[config.mk]
export PLATFORM = sky130hd
export DESIGN_NAME = instr_enc
export DESIGN_NICKNAME = d
export VERILOG_FILES = /design/src/rtl/instr_enc.sv
export SDC_FILE = /design/constraint.sdc
export NUM_CORES = 1
export LEC_CHECK = 0
export ABC_AREA = 0
export CAP_MARGIN = 20
export CORE_ASPECT_RATIO = 1.1
export CORE_UTILIZATION = 45
export CTS_CLUSTER_DIAMETER = 100
export DETAILED_ROUTE_END_ITERATION = 6
export GPL_ROUTABILITY_DRIVEN = 0
export HOLD_SLACK_MARGIN = 0.03
export PLACE_DENSITY = 0.77
export SYNTH_ARGS = -nofsm -noshare
export SYNTH_HDL_FRONTEND = slang
export SYNTH_SLANG_ARGS = --single-unit
[constraint.sdc]
create_clock -name clk -period 2.75 [get_ports clk]
set_input_delay 0.55 -clock clk [delete_from_list [all_inputs] [get_ports clk]]
set_output_delay 0.55 -clock clk [all_outputs]
set_load 0.03 [all_outputs]
[src/rtl/instr_enc.sv]
// MSP430 instruction encoder: packs one decoded instruction into machine words (instr, src ext, dst ext).
// Latency: first word valid the cycle after request acceptance; one cycle per word with word_ready high.
// Backpressure: req_ready only in IDLE; word_out/word_addr held while word_ready is low.
//
// Ports: clk/rst_n (async active-low); req_valid/req_ready plus request fields
//   (fmt, op, op2, jcond, joff, sa, da, as, ad, bw, src_ext, dst_ext);
//   addr_load/addr_in reload the byte address counter (IDLE only);
//   word_out/word_addr/word_valid/word_ready output stream; done/err one-cycle pulses.
// Optional feature: define INSTR_ENC_CG_EN to treat sa==3/as==01 as constant +1 (no source ext word).
module instr_enc #(
  parameter logic [15:0] BASE_ADDR = 16'hC000
) (
  input  logic        clk,
  input  logic        rst_n,
  input  logic        req_valid,
  output logic        req_ready,
  input  logic [1:0]  fmt,
  input  logic [3:0]  op,
  input  logic [2:0]  op2,
  input  logic [2:0]  jcond,
  input  logic [9:0]  joff,
  input  logic [3:0]  sa,
  input  logic [3:0]  da,
  input  logic [1:0]  as,
  input  logic        ad,
  input  logic        bw,
  input  logic [15:0] src_ext,
  input  logic [15:0] dst_ext,
  input  logic        addr_load,
  input  logic [15:0] addr_in,
  output logic [15:0] word_out,
  output logic [15:0] word_addr,
  output logic        word_valid,
  input  logic        word_ready,
  output logic        done,
  output logic        err
);

  localparam logic [1:0] S_IDLE  = 2'd0;
  localparam logic [1:0] S_INSTR = 2'd1;
  localparam logic [1:0] S_SRC   = 2'd2;
  localparam logic [1:0] S_DST   = 2'd3;

  logic [1:0]  state;
  logic [15:0] cnt;
  logic [15:0] src_q;
  logic [15:0] dst_q;
  logic        need_src_q;
  logic        need_dst_q;

  logic        legal;
  logic        need_src;
  logic        need_dst;
  logic        idx_mode;
  logic [15:0] enc;

  assign req_ready  = (state == S_IDLE);
  assign word_valid = (state != S_IDLE);
  // The counter always points at the word currently offered (or the next one to be offered).
  assign word_addr  = cnt;

  always_comb begin
    legal    = 1'b1;
    enc      = 16'h0000;
    idx_mode = 1'b0;
    case (fmt)
      2'd0: legal = 1'b0;
      2'd1: begin
        legal = (op >= 4'd4);
        enc   = {op, sa, ad, bw, as, da};
      end
      2'd2: begin
        legal = (op2 != 3'd7);
        enc   = {6'b000100, op2, bw, as, sa};
      end
      default: enc = {3'b001, jcond, joff};
    endcase

`ifdef INSTR_ENC_CG_EN
    // r3 with as==01 is the constant generator (+1): no extension word.
    idx_mode = (as == 2'b01) && (sa != 4'd3);
`else
    idx_mode = (as == 2'b01);
`endif

    need_src = ((fmt == 2'd1) || (fmt == 2'd2)) &&
               (idx_mode || ((as == 2'b11) && (sa == 4'd0)));
    need_dst = (fmt == 2'd1) && ad;
  end

  always_ff @(posedge clk or negedge rst_n) begin
    if (!rst_n) begin
      state      <= S_IDLE;
      cnt        <= BASE_ADDR;
      word_out   <= 16'h0000;
      src_q      <= 16'h0000;
      dst_q      <= 16'h0000;
      need_src_q <= 1'b0;
      need_dst_q <= 1'b0;
      done       <= 1'b0;
      err        <= 1'b0;
    end else begin
      done <= 1'b0;
      err  <= 1'b0;
      case (state)
        S_IDLE: begin
          // A load in the acceptance cycle sets the address of the first word.
          if (addr_load) cnt <= {addr_in[15:1], 1'b0};
          if (req_valid) begin
            if (legal) begin
              state      <= S_INSTR;
              word_out   <= enc;
              src_q      <= src_ext;
              dst_q      <= dst_ext;
              need_src_q <= need_src;
              need_dst_q <= need_dst;
            end else begin
              err <= 1'b1;
            end
          end
        end
        S_INSTR: begin
          if (word_ready) begin
            cnt <= cnt + 16'd2;
            if (need_src_q) begin
              state    <= S_SRC;
              word_out <= src_q;
            end else if (need_dst_q) begin
              state    <= S_DST;
              word_out <= dst_q;
            end else begin
              state <= S_IDLE;
              done  <= 1'b1;
            end
          end
        end
        S_SRC: begin
          if (word_ready) begin
            cnt <= cnt + 16'd2;
            if (need_dst_q) begin
              state    <= S_DST;
              word_out <= dst_q;
            end else begin
              state <= S_IDLE;
              done  <= 1'b1;
            end
          end
        end
        default: begin
          if (word_ready) begin
            cnt   <= cnt + 16'd2;
            state <= S_IDLE;
            done  <= 1'b1;
          end
        end
      endcase
    end
  end

endmodule

# ---- Word level (Yosys, flattened, before mapping)
# Index checks and enable logic that the tools add are counted.
# W data, S select, Z words.
dict set report op_classes {
  n_addsub 1
  n_lt_le_gt_ge 1
  n_eq_ne 12
  mux 29
  n_reduce_logical 15
}
# op n
set ops {}
lappend ops {{$mux W16} 9}
lappend ops {{$pmux W16 S3} 2}
lappend ops {{$add A16 B2 Y16 const B} 1}
lappend ops {{$mux W2} 7}
lappend ops {{$reduce_and A5 Y1} 2}
lappend ops {{$mux W1} 8}
lappend ops {{$eq A2 B1 Y1 const B} 3}
lappend ops {{$eq A2 B2 Y1 const B} 3}
lappend ops {{$ne A2 B2 Y1 const B} 3}
lappend ops {{$pmux W1 S3} 2}
lappend ops {{$pmux W2 S3} 1}
lappend ops {{$ge A4 B3 Y1 const B} 1}
lappend ops {{$logic_not A2 Y1} 2}
lappend ops {{$logic_not A4 Y1} 1}
lappend ops {{$ne A2 B1 Y1 const B} 2}
lappend ops {{$reduce_bool A2 Y1} 2}
lappend ops {{$logic_and A1 B1 Y1} 3}
lappend ops {{$ne A3 B3 Y1 const B} 1}
lappend ops {{$reduce_and A3 Y1} 1}
lappend ops {{$reduce_bool A3 Y1} 1}
lappend ops {{$logic_or A1 B1 Y1} 2}
lappend ops {{$reduce_and A2 Y1} 1}
dict set report totals {
  regBits 70
  output_inout_bits 36
}

# ---- Depth between registers and ports, before layout
# Gate-level depths: netlist of the first run.
dict set report depth {
  depth_word 5
  ltp_mapped 9
  depth_no_buf 6
}

# ---- Least setup slack after synthesis of the first run
# Ideal clock, no wire load.
dict set report synth_path {
  kind {register -> output}
  start {register state[0]}
  end {output word_valid}
  t_arrival_ns 1.673
  required_time_ns 2.200
  setup_slack_ns 0.527
  stages_incl_launch_ff 6
  n_path_buf 2
  path_cell_list {dfrtp_1 -> inv_1 -> ha_1 -> inv_1 -> clkbuf_1 -> clkbuf_1}
}
dict set report synth_via {
  elab_chain_len 1
}
# item line_no
set synth_lines {}
lappend synth_lines {{start: declaration} 44} ;# logic [1:0] state;
lappend synth_lines {{start signal: assignment} 93} ;# state <= S_IDLE;
lappend synth_lines {{start signal: assignment} 111} ;# state <= S_INSTR;
lappend synth_lines {{start signal: assignment} 126} ;# state <= S_SRC;
lappend synth_lines {{$reduce_bool A2 Y1} 58} ;# assign word_valid = (state != S_IDLE);
lappend synth_lines {{end: declaration} 33} ;# output logic word_valid,
# Every way passes these cells.

# ---- Final worst setup path of the first run
dict set report layout_path {
  start {register state[0]}
  end {output req_ready}
}
dict set report layout_via {
  elab_chain_len 1
}
# item line_no
set layout_lines {}
lappend layout_lines {{$logic_not A2 Y1} 57} ;# assign req_ready = (state == S_IDLE);
lappend layout_lines {{end: declaration} 16} ;# output logic req_ready,
# Every way passes these cells.

==> impl_metrics.tcl, run 1 <==
set metrics [dict create \
    num_io_pins 123 \
    clk_latency_ns 0.35 \
    worstPathMaxFanout 8 \
    dieArea_sq_mm 0.00951 \
    hold_ws_ns 0.222 \
    outcome "complete, no violations" \
    grt_pass1_wl_um 17200 \
    fmax_mhz 388 \
    drtIter0Drc 220 \
    root_buffer "clkbuf_8" \
    cts_setup_buffers 0 \
    yosysSeqAreaShare_pct 42.1 \
    end_kind "output port" \
    max-vdd-ir-drop_v 0.000462 \
    setup_viol_count_final 0 \
    timing.final.crit_period_ns 2.58 \
    power.density_mw_per_mm2 1160 \
    slew_viol_final 0 \
    cts_tree "yes" \
    drc 0 \
    drive_above_1_share_pct 20.3 \
    viasPerCell 5.74 \
    path_clk_slew_ns 0.08 \
    drt_pass1_iterations 4 \
    criticalPathCategory "reg2out" \
    start_util_pct 46.3 \
    synth_top_area_share_pct 40.8 \
    synthArstFlopShare_pct 100 \
    wl_per_cell_um 18.0 \
    grt_max_degree 42 \
    port_buffers 120 \
    grt-ovfl-total 0 \
    netlist_instances 370 \
    cp.arrival_ns 2.03 \
    clk_path_buf_depth 2 \
    synth.largest_area_cell "dfrtp_1" \
    hp-class "in2async" \
    worst_pin_slew_ns 0.766 \
    cp-start-kind "flop" \
    ys_ff_latch 69 \
    route.vias.total 3482 \
    synth_edf_count 0 \
    cts.sinks 69 \
    post_synth_main_area_contributors "dfrtp_1 (41%), mux2_4 (14%), mux2_2 (7.1%)" \
    syn-num-nets 465 \
    ys.flop_type "dfrtp_1" \
    max_slew_margin_pct 48.9 \
    tns_ns 0 \
    netlist_area_sq_mm 0.00411 \
    die_height_um 102 \
    ant_nets 0 \
    routed_wl_um 10900 \
    area_growth_pct 36.6 \
    antenna_found_initial 0 \
    p_leak_nw 2.31 \
    die_x_um 93.1 \
    finalHoldViolations 0 \
    grt_pass1_vias 3445 \
    dpl-instance-area_sq_mm 0.00542 \
    fin_area_sq_mm 0.00561 \
    yosysWarnings 0 \
    nNetsFinal 584 \
    cts_resized 0 \
    grt_usage_pct 23.6 \
    dpl.hpwl_um 8280 \
    rsz0062_at_grt "false" \
    place_ws_ns 0.162 \
    coreArea_sq_mm 0.00887 \
    layout_setup_ws_ns 0.173 \
    finClkSkew_ns 0.00768 \
    period_share_pct 93.7 \
    critPathRequiredTime_ns 2.20 \
    cap_violations 0 \
    ctsHtreeMaxLevel 3 \
    antennaDiodeCount 0 \
    syn-mean-instance-area_sq_um 11.1 \
    rows 36 \
    cts_buffers 9 \
    postCtsHoldBufs 0 \
    synth.distinct_cells 47 \
]
-- synth_stat cells, drive strengths merged (4+ instances only) --
library cell and instances:
dfrtp 67, mux2 64, o21ai 33, nand2 21, a21oi 20, buf 15
a211oi 13, clkbuf 13, nor2b 13, a31oi 12, xor2 12, a22o 9
nand3 9, ha 8, inv 7, o22ai 7, mux2i 4, nand4 4
nor2 4
-- kinds of logic after synthesis --
logic type,Yosys count,synth area share [%]
xor+xnor,12,2.56
other cells,1,0.0913
mux,68,22.0
simple gates,67,8.84
flops,69,42.1
compound gates,110,17.2
fa+ha+maj,8,2.44
buf+inv,35,4.78
-- worst max-delay path, cell delays in order, from the launching register on --
cell and delay (ns):
dfrtp_1 0.42, inv_1 0.10, ha_1 0.41, clkdlybuf4s50_1 0.75
-- worst paths after layout --
kind / to / depth (start not counted) / startpoint / slack [ns]
worst max-delay path: req_ready / 3 / state[0]$_DFFE_PN0P_ / 0.17
worst min-delay path: word_addr[5]$_DFFE_PN0P_ / 1 / rst_n / 0.22
worst max register to register: word_out[14]$_DFFE_PN0P_ / 6 / state[1]$_DFFE_PN0P_ / 0.58
worst min register to register: dst_q[11]$_DFFE_PN0P_ / 1 / dst_q[11]$_DFFE_PN0P_ / 0.51
max in group asynchronous: word_out[4]$_DFFE_PN0P_ / 2 / rst_n / 1.86
min in group clk: dst_q[11]$_DFFE_PN0P_ / 1 / dst_q[11]$_DFFE_PN0P_ / 0.51
-- through the flow --
stage               std cells  power (mW)  utilization, %
detailed placement        592        5.67            61.1
finish                    607        6.49            63.2
global placement          592        5.53            61.1
global route              607        6.88            63.2
floorplan                 370        4.48               -
CTS                       607        6.50            63.2
-- routing by layer --
layer | global-route usage [%] | wire [um] | vias up
met1 | 31.1 | 4680 | 1720
met2 | 38.0 | 5280 | 137
met3 | 3.87 | 605 | 29
met5 | 0 | 0 | -
met4 | 11.7 | 347 | 0
li1 | - | - | 1596
-- where the power goes --
group	internal (mW)	total [mW]	switching [mW]	leakage, nW
Clock	0.413	0.809	0.396	0.0915
Sequential	1.55	2.00	0.459	0.827
Combinational	1.89	3.67	1.78	1.39
Total	3.85	6.48	2.64	2.31
-- cell type report --
class | instances | area [sq um]
fill | 718 | 3270
multi-input combinational | 266 | 2180
sequential | 69 | 1730
timing repair buffer | 136 | 1340
tap | 114 | 143
clock buffer | 9 | 124
clock inverter | 6 | 63.8
inverter | 7 | 26.3
-- cells in the final DEF, fill, tap and decap left out, types with 2 or more instances in the layout --
cell type	n
a211oi_1	12
a21boi_0	3
a21oi_1	20
a221oi_1	2
a22o_1	9
a31oi_1	12
a32oi_1	2
and2_1	2
and3_1	3
and4_1	3
buf_12	2
buf_4	14
clkbuf_8	9
clkdlybuf4s50_1	119
clkinv_2	2
clkinvlp_4	2
dfrtp_1	67
dfstp_2	2
ha_1	8
inv_1	7
mux2_2	26
mux2_4	38
mux2i_1	4
nand2_1	21
nand3_1	9
nand4_1	4
nor2_1	3
nor2b_1	13
o21a_1	2
o21ai_0	33
o22ai_1	7
or3_1	2
xor2_1	12
-- sequential cells by signal, summed over array words and instances, names as in the netlist --
name / cells
dst_q: 16
word_addr: 15
err: 1
done: 1
state: 2
src_q: 16
need_src_q: 1
word_out: 16
need_dst_q: 1
Power figures use the tool's default switching activity.
==> run 2, diff against run 1 <==
--- a/config.mk
+++ b/config.mk
@@ -9,11 +9,12 @@
 export CAP_MARGIN = 20
 export CORE_ASPECT_RATIO = 1.1
 export CORE_UTILIZATION = 45
-export CTS_CLUSTER_DIAMETER = 100
+export CTS_CLUSTER_DIAMETER = 80
 export DETAILED_ROUTE_END_ITERATION = 6
 export GPL_ROUTABILITY_DRIVEN = 0
-export HOLD_SLACK_MARGIN = 0.03
+export HOLD_SLACK_MARGIN = 0.05
 export PLACE_DENSITY = 0.77
+export REMOVE_ABC_BUFFERS = 1
 export SYNTH_ARGS = -nofsm -noshare
 export SYNTH_HDL_FRONTEND = slang
 export SYNTH_SLANG_ARGS = --single-unit
==> impl_metrics.tcl, run 2 (synthesis results as in run 1) <==
set metrics [dict create \
    antenna_found_initial 0 \
    wl_per_cell_um 17.7 \
    r2r_end "word_out[14]$_DFFE_PN0P_" \
    setup_viol_count_final 0 \
    clk_latency_ns 0.35 \
    grt_max_degree 70 \
    power.density_mw_per_mm2 1160 \
    die_x_um 93.1 \
    r2r_cells 6 \
    cts_tree "yes" \
    layout_commonest_cell "clkdlybuf4s50_1" \
    ant_nets 0 \
    fmax_mhz 399 \
    postCtsHoldBufs 0 \
    die_height_um 102 \
    cts_setup_buffers 0 \
    path_cells "inv_1 > ha_1 > clkdlybuf4s50_1" \
    grt_pass1_wl_um 17300 \
    drtIter0Drc 205 \
    cap_violations 0 \
    viasPerCell 5.67 \
    grt_pass1_vias 3459 \
    num_io_pins 123 \
    port_buffers 120 \
    grt-ovfl-total 0 \
    antennaDiodeCount 0 \
    cts_resized 0 \
    cp.arrival_ns 1.96 \
    ctsHtreeMaxLevel 3 \
    dpl.hpwl_um 7790 \
    p_leak_nw 2.32 \
    finalHoldViolations 0 \
    route.vias.total 3442 \
    worst_pin_slew_ns 0.615 \
    drive_above_1_share_pct 20.3 \
    cp-start-kind "flop" \
    grt_usage_pct 23.7 \
    critPathRequiredTime_ns 2.20 \
    rsz0062_at_grt "false" \
    critPathTopFamily "buffers and inverters" \
    rows 36 \
    cts_buffers 9 \
    tns_ns 0 \
    slew_viol_final 0 \
    dieArea_sq_mm 0.00951 \
    fillers 706 \
    r2r_start "state[1]$_DFFE_PN0P_" \
    clk_path_buf_depth 2 \
    period_share_pct 91.2 \
    routed_wl_um 10700 \
    critical-path-max-stage-delay_ns 0.74 \
    cp_slowest_cell "clkdlybuf4s50_1" \
    nNetsFinal 584 \
    outcome "complete, no violations" \
    root_buffer "clkbuf_8" \
    max_slew_margin_pct 58.8 \
    area_growth_pct 36.8 \
    finClkSkew_ns 0.00826 \
    start_util_pct 46.3 \
    p_total_mw 6.52 \
    rrSetupSlack_ns 0.56 \
    worstPathMaxFanout 8 \
    timing.final.crit_period_ns 2.51 \
    crit_buf_inv 2 \
    drt_pass1_iterations 5 \
    reg_top3 "dst_q: 16 flops, src_q: 16 flops, word_out: 16 flops" \
    max-vdd-ir-drop_v 0.000547 \
    coreArea_sq_mm 0.00887 \
    end_kind "output port" \
    drc 0 \
    path_clk_slew_ns 0.07 \
    criticalPathCategory "reg2out" \
    cts.sinks 69 \
    hp-class "in2async" \
    layout_common_cells "clkdlybuf4s50_1 (119), dfrtp_1 (67), mux2_4 (38)" \
]
## run 2: routing by layer
metal	share of wire (%)	vias up	track usage (%)
met2	48	154	38.5
li1	-	1600	-
met3	7.7	10	4.91
met4	1.1	0	8.52
met5	0	-	0
met1	44	1678	31.4
## run 2: metrics by stage
step	instances	hold WS [ns]	area (sq um)	worst slack, ns	util, %
floorplan	342	0.254	3940	0.164	-
global placement	592	0.487	5420	0.199	61.1
detailed placement	592	0.492	5420	0.161	61.1
CTS	607	0.226	5620	0.228	63.3
global route	607	0.243	5620	0.139	63.3
finish	607	0.220	5620	0.241	63.3
## run 2: power by group
group | switching (mW) | internal, mW | total (mW)
Combinational | 1.80 | 1.89 | 3.69
Clock | 0.379 | 0.460 | 0.839
Sequential | 0.446 | 1.55 | 1.99
Total | 2.63 | 3.89 | 6.52
## run 2: final cells by class
cell class	count	area, sq um	share of cell area (%)
flip-flops and latches	69	1730	30.8
multi-input cells	266	2180	38.8
well taps	114	143	2.54
clock inverters	4	47.5	0.846
inverters	7	26.3	0.468
clock buffers	11	151	2.69
repair buffers	136	1340	23.9
## run 2: worst max-delay path by stage
stage	endpoint	cells after the start	slack, ns	startpoint
6_report	req_ready	3	0.24	state[0]$_DFFE_PN0P_
5_1_grt	req_ready	3	0.14	state[1]$_DFFE_PN0P_
4_1_cts	req_ready	3	0.23	state[0]$_DFFE_PN0P_
3_5_place_dp	dst_q[2]$_DFFE_PN0P_	7	0.16	fmt[0]
3_3_place_gp	src_q[12]$_DFFE_PN0P_	8	0.20	fmt[0]
2_1_floorplan	dst_q[0]$_DFFE_PN0P_	6	0.16	fmt[1]
==> run 3, diff against run 2 <==
--- a/config.mk
+++ b/config.mk
@@ -7,9 +7,9 @@
 export LEC_CHECK = 0
 export ABC_AREA = 0
 export CAP_MARGIN = 20
-export CORE_ASPECT_RATIO = 1.1
 export CORE_UTILIZATION = 45
 export CTS_CLUSTER_DIAMETER = 80
+export CTS_CLUSTER_SIZE = 28
 export DETAILED_ROUTE_END_ITERATION = 6
 export GPL_ROUTABILITY_DRIVEN = 0
 export HOLD_SLACK_MARGIN = 0.05
==> impl_metrics.tcl, run 3 (synthesis results as in run 1) <==
set metrics [dict create \
    coreArea_sq_mm 0.00876 \
    cts_tree "yes" \
    cap_violations 0 \
    die_x_um 97.5 \
    worstPathMaxFanout 8 \
    max_slew_margin_pct 61.0 \
    route.vias.total 3463 \
    grt_max_degree 31 \
    clk_latency_ns 0.35 \
    fillers 713 \
    reg_top3 "dst_q: 16 flops, src_q: 16 flops, word_out: 16 flops" \
    grt_usage_pct 23.5 \
    path_clk_slew_ns 0.08 \
    dpl.hpwl_um 8110 \
    tns_ns 0 \
    finalHoldViolations 0 \
    dieArea_sq_mm 0.00951 \
    rrSetupSlack_ns 0.51 \
    area_growth_pct 36.9 \
    period_share_pct 92.9 \
    antenna_found_initial 0 \
    antennaDiodeCount 0 \
    port_buffers 120 \
    layout_commonest_cell "clkdlybuf4s50_1" \
    end_kind "output port" \
    nNetsFinal 585 \
    power.density_mw_per_mm2 1170 \
    viasPerCell 5.74 \
    p_total_mw 6.58 \
    setup_viol_count_final 0 \
    drtIter0Drc 160 \
    hp-class "in2async" \
    wl_per_cell_um 18.1 \
    cp-start-kind "flop" \
    timing.final.crit_period_ns 2.55 \
    routed_wl_um 10900 \
    grt_pass1_wl_um 17700 \
    finClkSkew_ns 0.0116 \
    cts_setup_buffers 0 \
    rsz0062_at_grt "false" \
    grt_pass1_vias 3575 \
    worst_pin_slew_ns 0.586 \
    critPathRequiredTime_ns 2.20 \
    die_height_um 97.5 \
    ant_nets 0 \
    criticalPathCategory "reg2out" \
    postCtsHoldBufs 0 \
    root_buffer "clkbuf_8" \
    p_leak_nw 2.32 \
    grt-ovfl-total 0 \
    clk_path_buf_depth 2 \
    outcome "complete, no violations" \
    cts.sinks 69 \
    drc 0 \
    cts_buffers 9 \
    fmax_mhz 392 \
    max-vdd-ir-drop_v 0.000490 \
    post-route-util_pct 64.1 \
    start_util_pct 46.9 \
    layout_common_cells "clkdlybuf4s50_1 (119), dfrtp_1 (67), mux2_4 (38)" \
    num_io_pins 123 \
    cts_resized 0 \
    rows 34 \
    drive_above_1_share_pct 20.4 \
    ctsHtreeMaxLevel 3 \
    slew_viol_final 0 \
    drt_pass1_iterations 4 \
    cp.arrival_ns 2.00 \
]
[run 3: cell count changes in the layout (fill, tap and decap cells not counted), sizes merged]
cell / delta
clkbuf: -1
bufinv: +1
inv: +1
buf: +1
[run 3: critical path, cell delays in order (launching register included)]
cell             delay [ns]
dfrtp_1                0.43
inv_1                  0.11
ha_1                   0.37
clkdlybuf4s50_1        0.74
[run 3: routing by layer]
| layer | wire length (um) | GRT usage (%) |
|---|---|---|
| met1 | 4660 | 29.9 |
| met2 | 5290 | 40.0 |
| met3 | 745 | 4.60 |
| met4 | 189 | 7.92 |
| met5 | 0 | 0 |
[run 3: path summary, 6_finish.rpt]
kind / start / cells past startpoint / endpoint
worst max register to register: state[0]$_DFFE_PN0P_ / 5 / word_out[15]$_DFFE_PN0P_
worst max-delay path: state[0]$_DFFE_PN0P_ / 3 / req_ready
max in group asynchronous: rst_n / 2 / src_q[14]$_DFFE_PN0P_
worst min register to register: word_out[14]$_DFFE_PN0P_ / 1 / word_out[14]$_DFFE_PN0P_
worst min-delay path: rst_n / 1 / word_addr[6]$_DFFE_PN0P_
min in group clk: word_out[14]$_DFFE_PN0P_ / 1 / word_out[14]$_DFFE_PN0P_
[run 3: stage by stage]
stage	cells	area [sq um]	hold WS (ns)	setup WS, ns
after floorplan	342	3940	0.254	0.164
after global placement	587	5410	0.487	0.171
after detailed placement	587	5410	0.488	0.143
after CTS	603	5620	0.133	0.192
after global routing	603	5620	0.148	0.136
final	603	5620	0.132	0.196
[run 3: layout make-up]
class	count	area (sq um)	share of cell area, %
clock buffer	10	128	2.27
inverter	7	26.3	0.467
multi-input combinational	266	2180	38.8
timing repair buffer	137	1340	23.8
clock inverter	6	86.3	1.54
tap	108	135	2.40
sequential	69	1730	30.8
[run 3: where the power goes]
part | total (mW) | switching (mW) | internal [mW] | leakage [nW]
clock | 0.905 | 0.394 | 0.511 | 0.107
combinational | 3.68 | 1.81 | 1.87 | 1.39
sequential | 1.99 | 0.448 | 1.55 | 0.827
total | 6.58 | 2.65 | 3.93 | 2.32
